[src/rtl/pixel_stream_ctrl_if.sv]
// Pixel stream controller bus bundle.
// Purpose: groups the run control, framebuffer pixel handshake and SPI byte
//          handshake of pixel_stream_ctrl into one interface.
// Signals:
//   START, PIX_COUNT, ABORT  run control from the frame/window controller
//   BUSY, DONE               run status back to the frame/window controller
//   PIX_DATA, PIX_VALID      RGB332 pixel from the framebuffer read port
//   PIX_READY                pixel accepted by the controller
//   SPI_DATA, SPI_VALID      byte to the SPI transmitter
//   SPI_READY                byte accepted by the SPI transmitter
// Modports: slave = controller side, master = surrounding system side.
interface pixel_stream_ctrl_if #(
  parameter int CNT_W = 17
);
  logic             START;
  logic [CNT_W-1:0] PIX_COUNT;
  logic             ABORT;
  logic             BUSY;
  logic             DONE;
  logic [7:0]       PIX_DATA;
  logic             PIX_VALID;
  logic             PIX_READY;
  logic [7:0]       SPI_DATA;
  logic             SPI_VALID;
  logic             SPI_READY;

  modport slave (
    input  START, PIX_COUNT, ABORT, PIX_DATA, PIX_VALID, SPI_READY,
    output BUSY, DONE, PIX_READY, SPI_DATA, SPI_VALID
  );

  modport master (
    output START, PIX_COUNT, ABORT, PIX_DATA, PIX_VALID, SPI_READY,
    input  BUSY, DONE, PIX_READY, SPI_DATA, SPI_VALID
  );
endinterface

[src/rtl/pixel_stream_ctrl.sv]
// Pixel stream controller.
// Purpose: fetches a run of RGB332 pixels from the framebuffer, expands each
//          to RGB666 and sends it to the SPI byte transmitter as three bytes
//          (R, G, B), each 6-bit channel left-justified in the byte.
// Ports:
//   CLK    in  system clock, rising edge
//   RST_N  in  asynchronous active-low reset
//   bus    slave modport of pixel_stream_ctrl_if (control, pixel and SPI
//          handshakes)
module pixel_stream_ctrl #(
  parameter int CNT_W = 17
) (
  input  logic               CLK,
  input  logic               RST_N,
  pixel_stream_ctrl_if.slave bus
);

  typedef enum logic [2:0] {
    IDLE   = 3'd0,
    FETCH  = 3'd1,
    SEND_R = 3'd2,
    SEND_G = 3'd3,
    SEND_B = 3'd4,
    FINISH = 3'd5
  } state_t;

  state_t           state_q, state_d;
  logic [CNT_W-1:0] rem_q, rem_d;
  logic [5:0]       r6_q, r6_d, g6_q, g6_d, b6_q, b6_d;
  logic [7:0]       spi_data_q, spi_data_d;
  logic             spi_valid_q, spi_valid_d;
  logic             pix_acc;

  // 3-bit channel * 9 is the 3-bit value replicated twice (0,9,..,63).
  function automatic logic [5:0] expand3(input logic [2:0] v);
    return {v, v};
  endfunction

  // 2-bit channel * 21 is the 2-bit value replicated three times (0,21,42,63).
  function automatic logic [5:0] expand2(input logic [1:0] v);
    return {v, v, v};
  endfunction

  assign pix_acc = (state_q == FETCH) && bus.PIX_VALID;

  always_comb begin
    state_d = state_q;
    rem_d   = rem_q;
    r6_d    = r6_q;
    g6_d    = g6_q;
    b6_d    = b6_q;

    unique case (state_q)
      IDLE: begin
        if (bus.START) begin
          if (bus.PIX_COUNT != '0) begin
            rem_d   = bus.PIX_COUNT;
            state_d = FETCH;
          end else begin
            state_d = FINISH;
          end
        end
      end
      FETCH: begin
        if (pix_acc) begin
          r6_d    = expand3(bus.PIX_DATA[7:5]);
          g6_d    = expand3(bus.PIX_DATA[4:2]);
          b6_d    = expand2(bus.PIX_DATA[1:0]);
          state_d = SEND_R;
        end
      end
      SEND_R: if (bus.SPI_READY) state_d = SEND_G;
      SEND_G: if (bus.SPI_READY) state_d = SEND_B;
      SEND_B: begin
        if (bus.SPI_READY) begin
          rem_d   = rem_q - CNT_W'(1);
          state_d = (rem_q == CNT_W'(1)) ? FINISH : FETCH;
        end
      end
      FINISH:  state_d = IDLE;
      default: state_d = IDLE;
    endcase

    // Abort overrides every transition, including a START seen in IDLE.
    if (bus.ABORT) begin
      state_d = IDLE;
      rem_d   = '0;
    end

    // SPI outputs are registered from the next state so the R byte appears
    // the cycle after the pixel handshake and holds while SPI_READY is low.
    spi_valid_d = (state_d == SEND_R) || (state_d == SEND_G) || (state_d == SEND_B);
    unique case (state_d)
      SEND_R:  spi_data_d = {r6_d, 2'b00};
      SEND_G:  spi_data_d = {g6_d, 2'b00};
      SEND_B:  spi_data_d = {b6_d, 2'b00};
      default: spi_data_d = 8'h00;
    endcase
  end

  always_ff @(posedge CLK or negedge RST_N) begin
    if (!RST_N) begin
      state_q     <= IDLE;
      rem_q       <= '0;
      r6_q        <= '0;
      g6_q        <= '0;
      b6_q        <= '0;
      spi_data_q  <= 8'h00;
      spi_valid_q <= 1'b0;
    end else begin
      state_q     <= state_d;
      rem_q       <= rem_d;
      r6_q        <= r6_d;
      g6_q        <= g6_d;
      b6_q        <= b6_d;
      spi_data_q  <= spi_data_d;
      spi_valid_q <= spi_valid_d;
    end
  end

  assign bus.BUSY      = (state_q != IDLE);
  assign bus.DONE      = (state_q == FINISH);
  assign bus.PIX_READY = (state_q == FETCH);
  assign bus.SPI_DATA  = spi_data_q;
  assign bus.SPI_VALID = spi_valid_q;

endmodule

[src/flat_wrapper.sv]
// flat-port wrapper written by rule: the top's interface ports become plain ports
module pixel_stream_ctrl_flat 
#(
  parameter int CNT_W = 17
)
  (CLK, RST_N, bus_START, bus_PIX_COUNT, bus_ABORT, bus_PIX_DATA, bus_PIX_VALID, bus_SPI_READY, bus_BUSY, bus_DONE, bus_PIX_READY, bus_SPI_DATA, bus_SPI_VALID);
  pixel_stream_ctrl_if #(.CNT_W(CNT_W)) bus_i ();
  input  logic CLK;
  input  logic RST_N;
  input wire logic [$bits(bus_i.START)-1:0] bus_START;
  input wire logic [$bits(bus_i.PIX_COUNT)-1:0] bus_PIX_COUNT;
  input wire logic [$bits(bus_i.ABORT)-1:0] bus_ABORT;
  input wire logic [$bits(bus_i.PIX_DATA)-1:0] bus_PIX_DATA;
  input wire logic [$bits(bus_i.PIX_VALID)-1:0] bus_PIX_VALID;
  input wire logic [$bits(bus_i.SPI_READY)-1:0] bus_SPI_READY;
  output wire logic [$bits(bus_i.BUSY)-1:0] bus_BUSY;
  output wire logic [$bits(bus_i.DONE)-1:0] bus_DONE;
  output wire logic [$bits(bus_i.PIX_READY)-1:0] bus_PIX_READY;
  output wire logic [$bits(bus_i.SPI_DATA)-1:0] bus_SPI_DATA;
  output wire logic [$bits(bus_i.SPI_VALID)-1:0] bus_SPI_VALID;
  assign bus_i.START = bus_START;
  assign bus_i.PIX_COUNT = bus_PIX_COUNT;
  assign bus_i.ABORT = bus_ABORT;
  assign bus_i.PIX_DATA = bus_PIX_DATA;
  assign bus_i.PIX_VALID = bus_PIX_VALID;
  assign bus_i.SPI_READY = bus_SPI_READY;
  assign bus_BUSY = bus_i.BUSY;
  assign bus_DONE = bus_i.DONE;
  assign bus_PIX_READY = bus_i.PIX_READY;
  assign bus_SPI_DATA = bus_i.SPI_DATA;
  assign bus_SPI_VALID = bus_i.SPI_VALID;
  pixel_stream_ctrl #(.CNT_W(CNT_W)) u_core (.CLK(CLK), .RST_N(RST_N), .bus(bus_i));
endmodule
[config.mk]
export PLATFORM = sky130hd
export DESIGN_NAME = pixel_stream_ctrl_flat
export DESIGN_NICKNAME = d
export VERILOG_FILES = /design/src/rtl/pixel_stream_ctrl_if.sv /design/src/rtl/pixel_stream_ctrl.sv /design/src/flat_wrapper.sv
export SDC_FILE = /design/constraint.sdc
export NUM_CORES = 1
export LEC_CHECK = 0
export BUFFER_PORTS_ARGS = -buffer_cell sky130_fd_sc_hd__buf_4
export CORE_UTILIZATION = 60
export DETAILED_ROUTE_END_ITERATION = 10
export HOLD_SLACK_MARGIN = 0.05
export PLACE_DENSITY = 0.94
export SYNTH_ARGS = -nofsm -noshare
export SYNTH_HDL_FRONTEND = slang
export SYNTH_SLANG_ARGS = --single-unit
[constraint.sdc]
create_clock -name CLK -period 5.4 [get_ports CLK]
set_input_delay 1.08 -clock CLK [delete_from_list [all_inputs] [get_ports CLK]]
set_output_delay 1.08 -clock CLK [all_outputs]
set_load 0.005 [all_outputs]
# After elaboration in Yosys (flattened, before gate mapping)
# Index checks and enable logic that the tools add are counted.
[word_totals]
ff_bits = 47
inputBits = 31
out_inout_bits = 12
word_cells = 49
[op_classes]
add_sub_neg = 1
n_eq_ne = 12
n_mux = 21
reduce_logical = 8
[op_table]
columns = ["operator", "count"]
rows = [
  ["$mux W17", 4],
  ["$mux W6", 6],
  ["$pmux W17 S2", 1],
  ["$mux W3", 8],
  ["$pmux W8 S3", 1],
  ["$eq A17 B1 Y1 const B", 1],
  ["$reduce_bool A17 Y1", 1],
  ["$sub A17 B1 Y17 const B", 1],
  ["$pmux W3 S5", 1],
  ["$eq A3 B2 Y1 const B", 4],
  ["$eq A3 B3 Y1 const B", 3],
  ["$ne A3 B3 Y1 const B", 2],
  ["$reduce_bool A3 Y1", 2],
  ["$reduce_and A4 Y1", 1],
  ["$eq A3 B1 Y1 const B", 1],
  ["$logic_not A3 Y1", 1],
  ["$ne A3 B2 Y1 const B", 1],
  ["$logic_or A1 B1 Y1", 2],
  ["$logic_and A1 B1 Y1", 1],
]

# Longest topological paths before layout
[depth]
word_depth = 8
depth_mapped = 7
ltp_nobuf = 7

# Least setup slack after synthesis
# OpenSTA, ideal clock, no wires.
[synth_path]
kind = "input-to-reg"
start = "input port bus_PIX_COUNT[5]"
end = "register u_core.rem_q[10]"
setup_time_ps = 78
arrival_time_ps = 2331
required_ps = 5322
path_slack_ps = 2991
stages = 5
n_path_buf = 1
path_cell_list = "or4_1 > o21ai_1 > clkbuf_1 > o21ai_0 > a21oi_1"
[synth_between]
elab_chain_cells = 3
[synth_lines]
columns = ["element", "line", "rtl"]
rows = [
  ["start: declaration", "flat_wrapper.sv:11", "input wire logic [$bits(bus_i.PIX_COUNT)-1:0] bus_PIX_COUNT;"],
  ["$reduce_bool A17 Y1", "pixel_stream_ctrl.sv:56", "if (bus.PIX_COUNT != '0) begin"],
  ["$ne A3 B2 Y1 (no line)", "--", ""],
  ["$reduce_and A4 Y1 (no line)", "--", ""],
  ["end signal: assignment", "pixel_stream_ctrl.sv:112", "rem_q <= rem_d;"],
  ["end: declaration", "pixel_stream_ctrl.sv:28", "logic [CNT_W-1:0] rem_q, rem_d;"],
]
# Every way passes these cells.
# A chain may end at the register's enable or synchronous reset.

# Worst setup path after layout
[layout_path]
start = "input port bus_PIX_COUNT[9]"
end = "register u_core.rem_q[14]"
# Same word-level chain as after synthesis.

==> impl_metrics.ini <==
[run_status]
status = completed

[timing]
fin_crit_sh_pct = 49.3
clock.fmax_mhz = 376
tightest_slew_ns = 1.19
slew_violations = 0
final-setup-viol-count = 0
slew_headroom_pct = 20.6
rsz0062_at_grt = false
tns_ns = 0
period_needed_ns = 2.66
final-hold-violation-count = 0
fin_worst_skew_ns = 0.0102

[logic_synthesis]
synth_top_area_share_pct = 45.0
synth-edff-count = 0
yosys_register_bits = 45
async_reset_ff_share_pct = 100
synth_commonest_cells = nor2_1 (46), dfrtp_1 (45), nand2_1 (29), a21oi_1 (20), o21ai_1 (16)
yosysMostFrequentCell = nor2_1
syn_area_um2 = 2500
ys_seq_area_share_pct = 45.0
netlist_instances = 282
synth_area_leaders = dfrtp_1 (45%), nor2_1 (6.9%), nand2_1 (4.4%)
syn_area_per_cell_um2 = 8.87
synth_largest_area_cell = dfrtp_1
ys_warn_count = 0
ys.flop_type = dfrtp_1
synth_cell_types = 58

[drt]
viasPerCell = 6.24
detail_route.drc_violations = 0
first_pass_iters = 4
num_vias = 2276
wl_met3_um = 427
wl_met1_um = 2630
wl_per_cell_um = 17.2
drt-initial-drc-count = 201
dr_wl_met2_um = 3130
top_layer = met4
routed_wl_um = 6260
ant_nets = 0

[setup_path]
critical_path_class = primary input to register
critPathLaunchType = primary input
worst_setup_path_end_kind = register
cp_max_fo = 20
arrival_ns = 2.85
crit_required_ns = 5.59
r2r_cells = 6

[final_layout]
nets = 347
area_growth_pct = 15.8
n_antenna_cell = 0
fillCellCount = 289
final_area_um2 = 2900
drive_gt1_share_pct = 21.0

[global_route]
grt_overflow_total = 0
grt_pass1_vias = 2258
grt_pass1_wl_um = 10200
grt_max_degree = 46
antenna_found_initial = 0
track_usage_pct = 30.9

[clock_tree]
cts-resized-gates = 0
cts_buffers = 5
root_buffer = clkbuf_8
clk_transition_reported_paths_ns = 0.09
cts_hold_buffers = 0
htree_num_levels = 2
cts_max_path_buffers = 2
cts_tree = built
post_cts.repair.setup_buffers = 0
cts.sink_count = 45
clk_latency_ns = 0.30

[power]
sw_frac_of_total_pct = 33.7
leakage_nw = 1.35
internal-power_mw = 0.586
combPwrFrac_pct = 27.0
p_sw_mw = 0.299
max-vdd-ir-drop_mv = 0.195
clkPwrFrac_pct = 24.1
pwr-share-seq_pct = 48.9
p_per_area_nw_per_um2 = 305

[floorplan]
start_util_pct = 62.6
fp.dieH_um = 66.6
die_w_um = 66.6
die_area_um2 = 4430
rows = 23
coreArea_um2 = 4000
io_pins = 43

[min_path]
hold_path_class = register to register
holdPathStages = 2

[place]
hpwlAfterDp_um = 4390
placed_area_um2 = 2800
place.gp.congestion = 0.955
portBuffers = 40

[run]
max-cap-violations = 0
-- cell type report --
type                    count  area (um^2)  share of cell area (%)
repair buffers             42          315                    10.9
inverters                   7         26.3                   0.907
flip-flops and latches     45         1130                    38.9
multi-input cells         213         1280                    44.1
clock inverters             3         21.3                   0.734
clock buffers               5         68.8                    2.37
well taps                  50         62.6                    2.16
-- cells by family after synthesis --
kind of cell	synth area share (%)
xor+xnor	0.350
simple gates	24.8
buf+inv	4.25
fa+ha+maj	1.00
flops	45.0
compound gates	23.6
other cells	0.150
mux	0.850
-- power by group through the flow --
stage               registers, mW  clock network (mW)  logic, mW
global placement            0.433                   0      0.222
finish                      0.433               0.214      0.239
global route                0.438               0.229      0.263
detailed placement          0.437                   0      0.234
CTS                         0.431               0.217      0.236
floorplan                   0.426                   0      0.164
-- through the flow --
step	hold WS, ns	worst slack (ns)	power, mW	util [%]	instances
floorplan	0.441	2.99	0.589	-	283
global placement	0.458	2.19	0.655	70.1	357
detailed placement	0.469	2.08	0.672	70.1	357
CTS	0.492	2.43	0.884	72.3	365
global route	0.508	2.59	0.930	72.4	365
finish	0.493	2.74	0.885	72.4	365
-- final timing paths --
path / startpoint / end / slack, ns
max in group asynchronous: RST_N / u_core.rem_q[13] / 4.23
setup / recovery: bus_PIX_COUNT[9] / u_core.rem_q[14] / 2.74
hold reg to reg: u_core.b6_q[5] / u_core.b6_q[5] / 0.49
min in group asynchronous: RST_N / u_core.r6_q[0] / 0.76
hold / removal: u_core.b6_q[5] / u_core.b6_q[5] / 0.49
setup reg to reg: u_core.state_q[2] / u_core.bus.SPI_DATA[7] / 2.83
-- worst max-delay path, cell delays in order --
cell and delay, ns:
buf_4 0.11, nor4_1 0.37, nand4_1 0.24, o21ai_2 0.67, nor2_1 0.13, o221a_1 0.26
-- sequential cells by signal, indices dropped and copies added (netlist names) --
register              cells
u_core.b6_q               6
u_core.state_q            3
u_core.bus.SPI_VALID      1
u_core.g6_q               6
u_core.r6_q               6
u_core.bus.SPI_DATA       6
u_core.rem_q             17
-- per-layer routing --
layer	track usage (%)	vias up
li1	-	1078
met1	39.8	1081
met2	50.4	108
met3	6.68	9
met4	11.7	0
met5	0	-
-- cell usage in the layout, fill, tap and decap left out, types with 3 or more instances in the layout --
master,count
nand2b_1,3
nor3b_1,3
dfrtp_1,45
o21ai_0,6
nor4_1,6
nor2_1,46
a32o_2,6
a21oi_1,20
nand2_1,29
nand4_1,4
nor3_1,7
inv_1,7
buf_4,42
o21bai_1,6
nand3_1,5
clkbuf_8,5
a21o_1,5
o21ai_1,15
a211oi_1,5
Note: power is estimated with default switching activity, not from simulation.
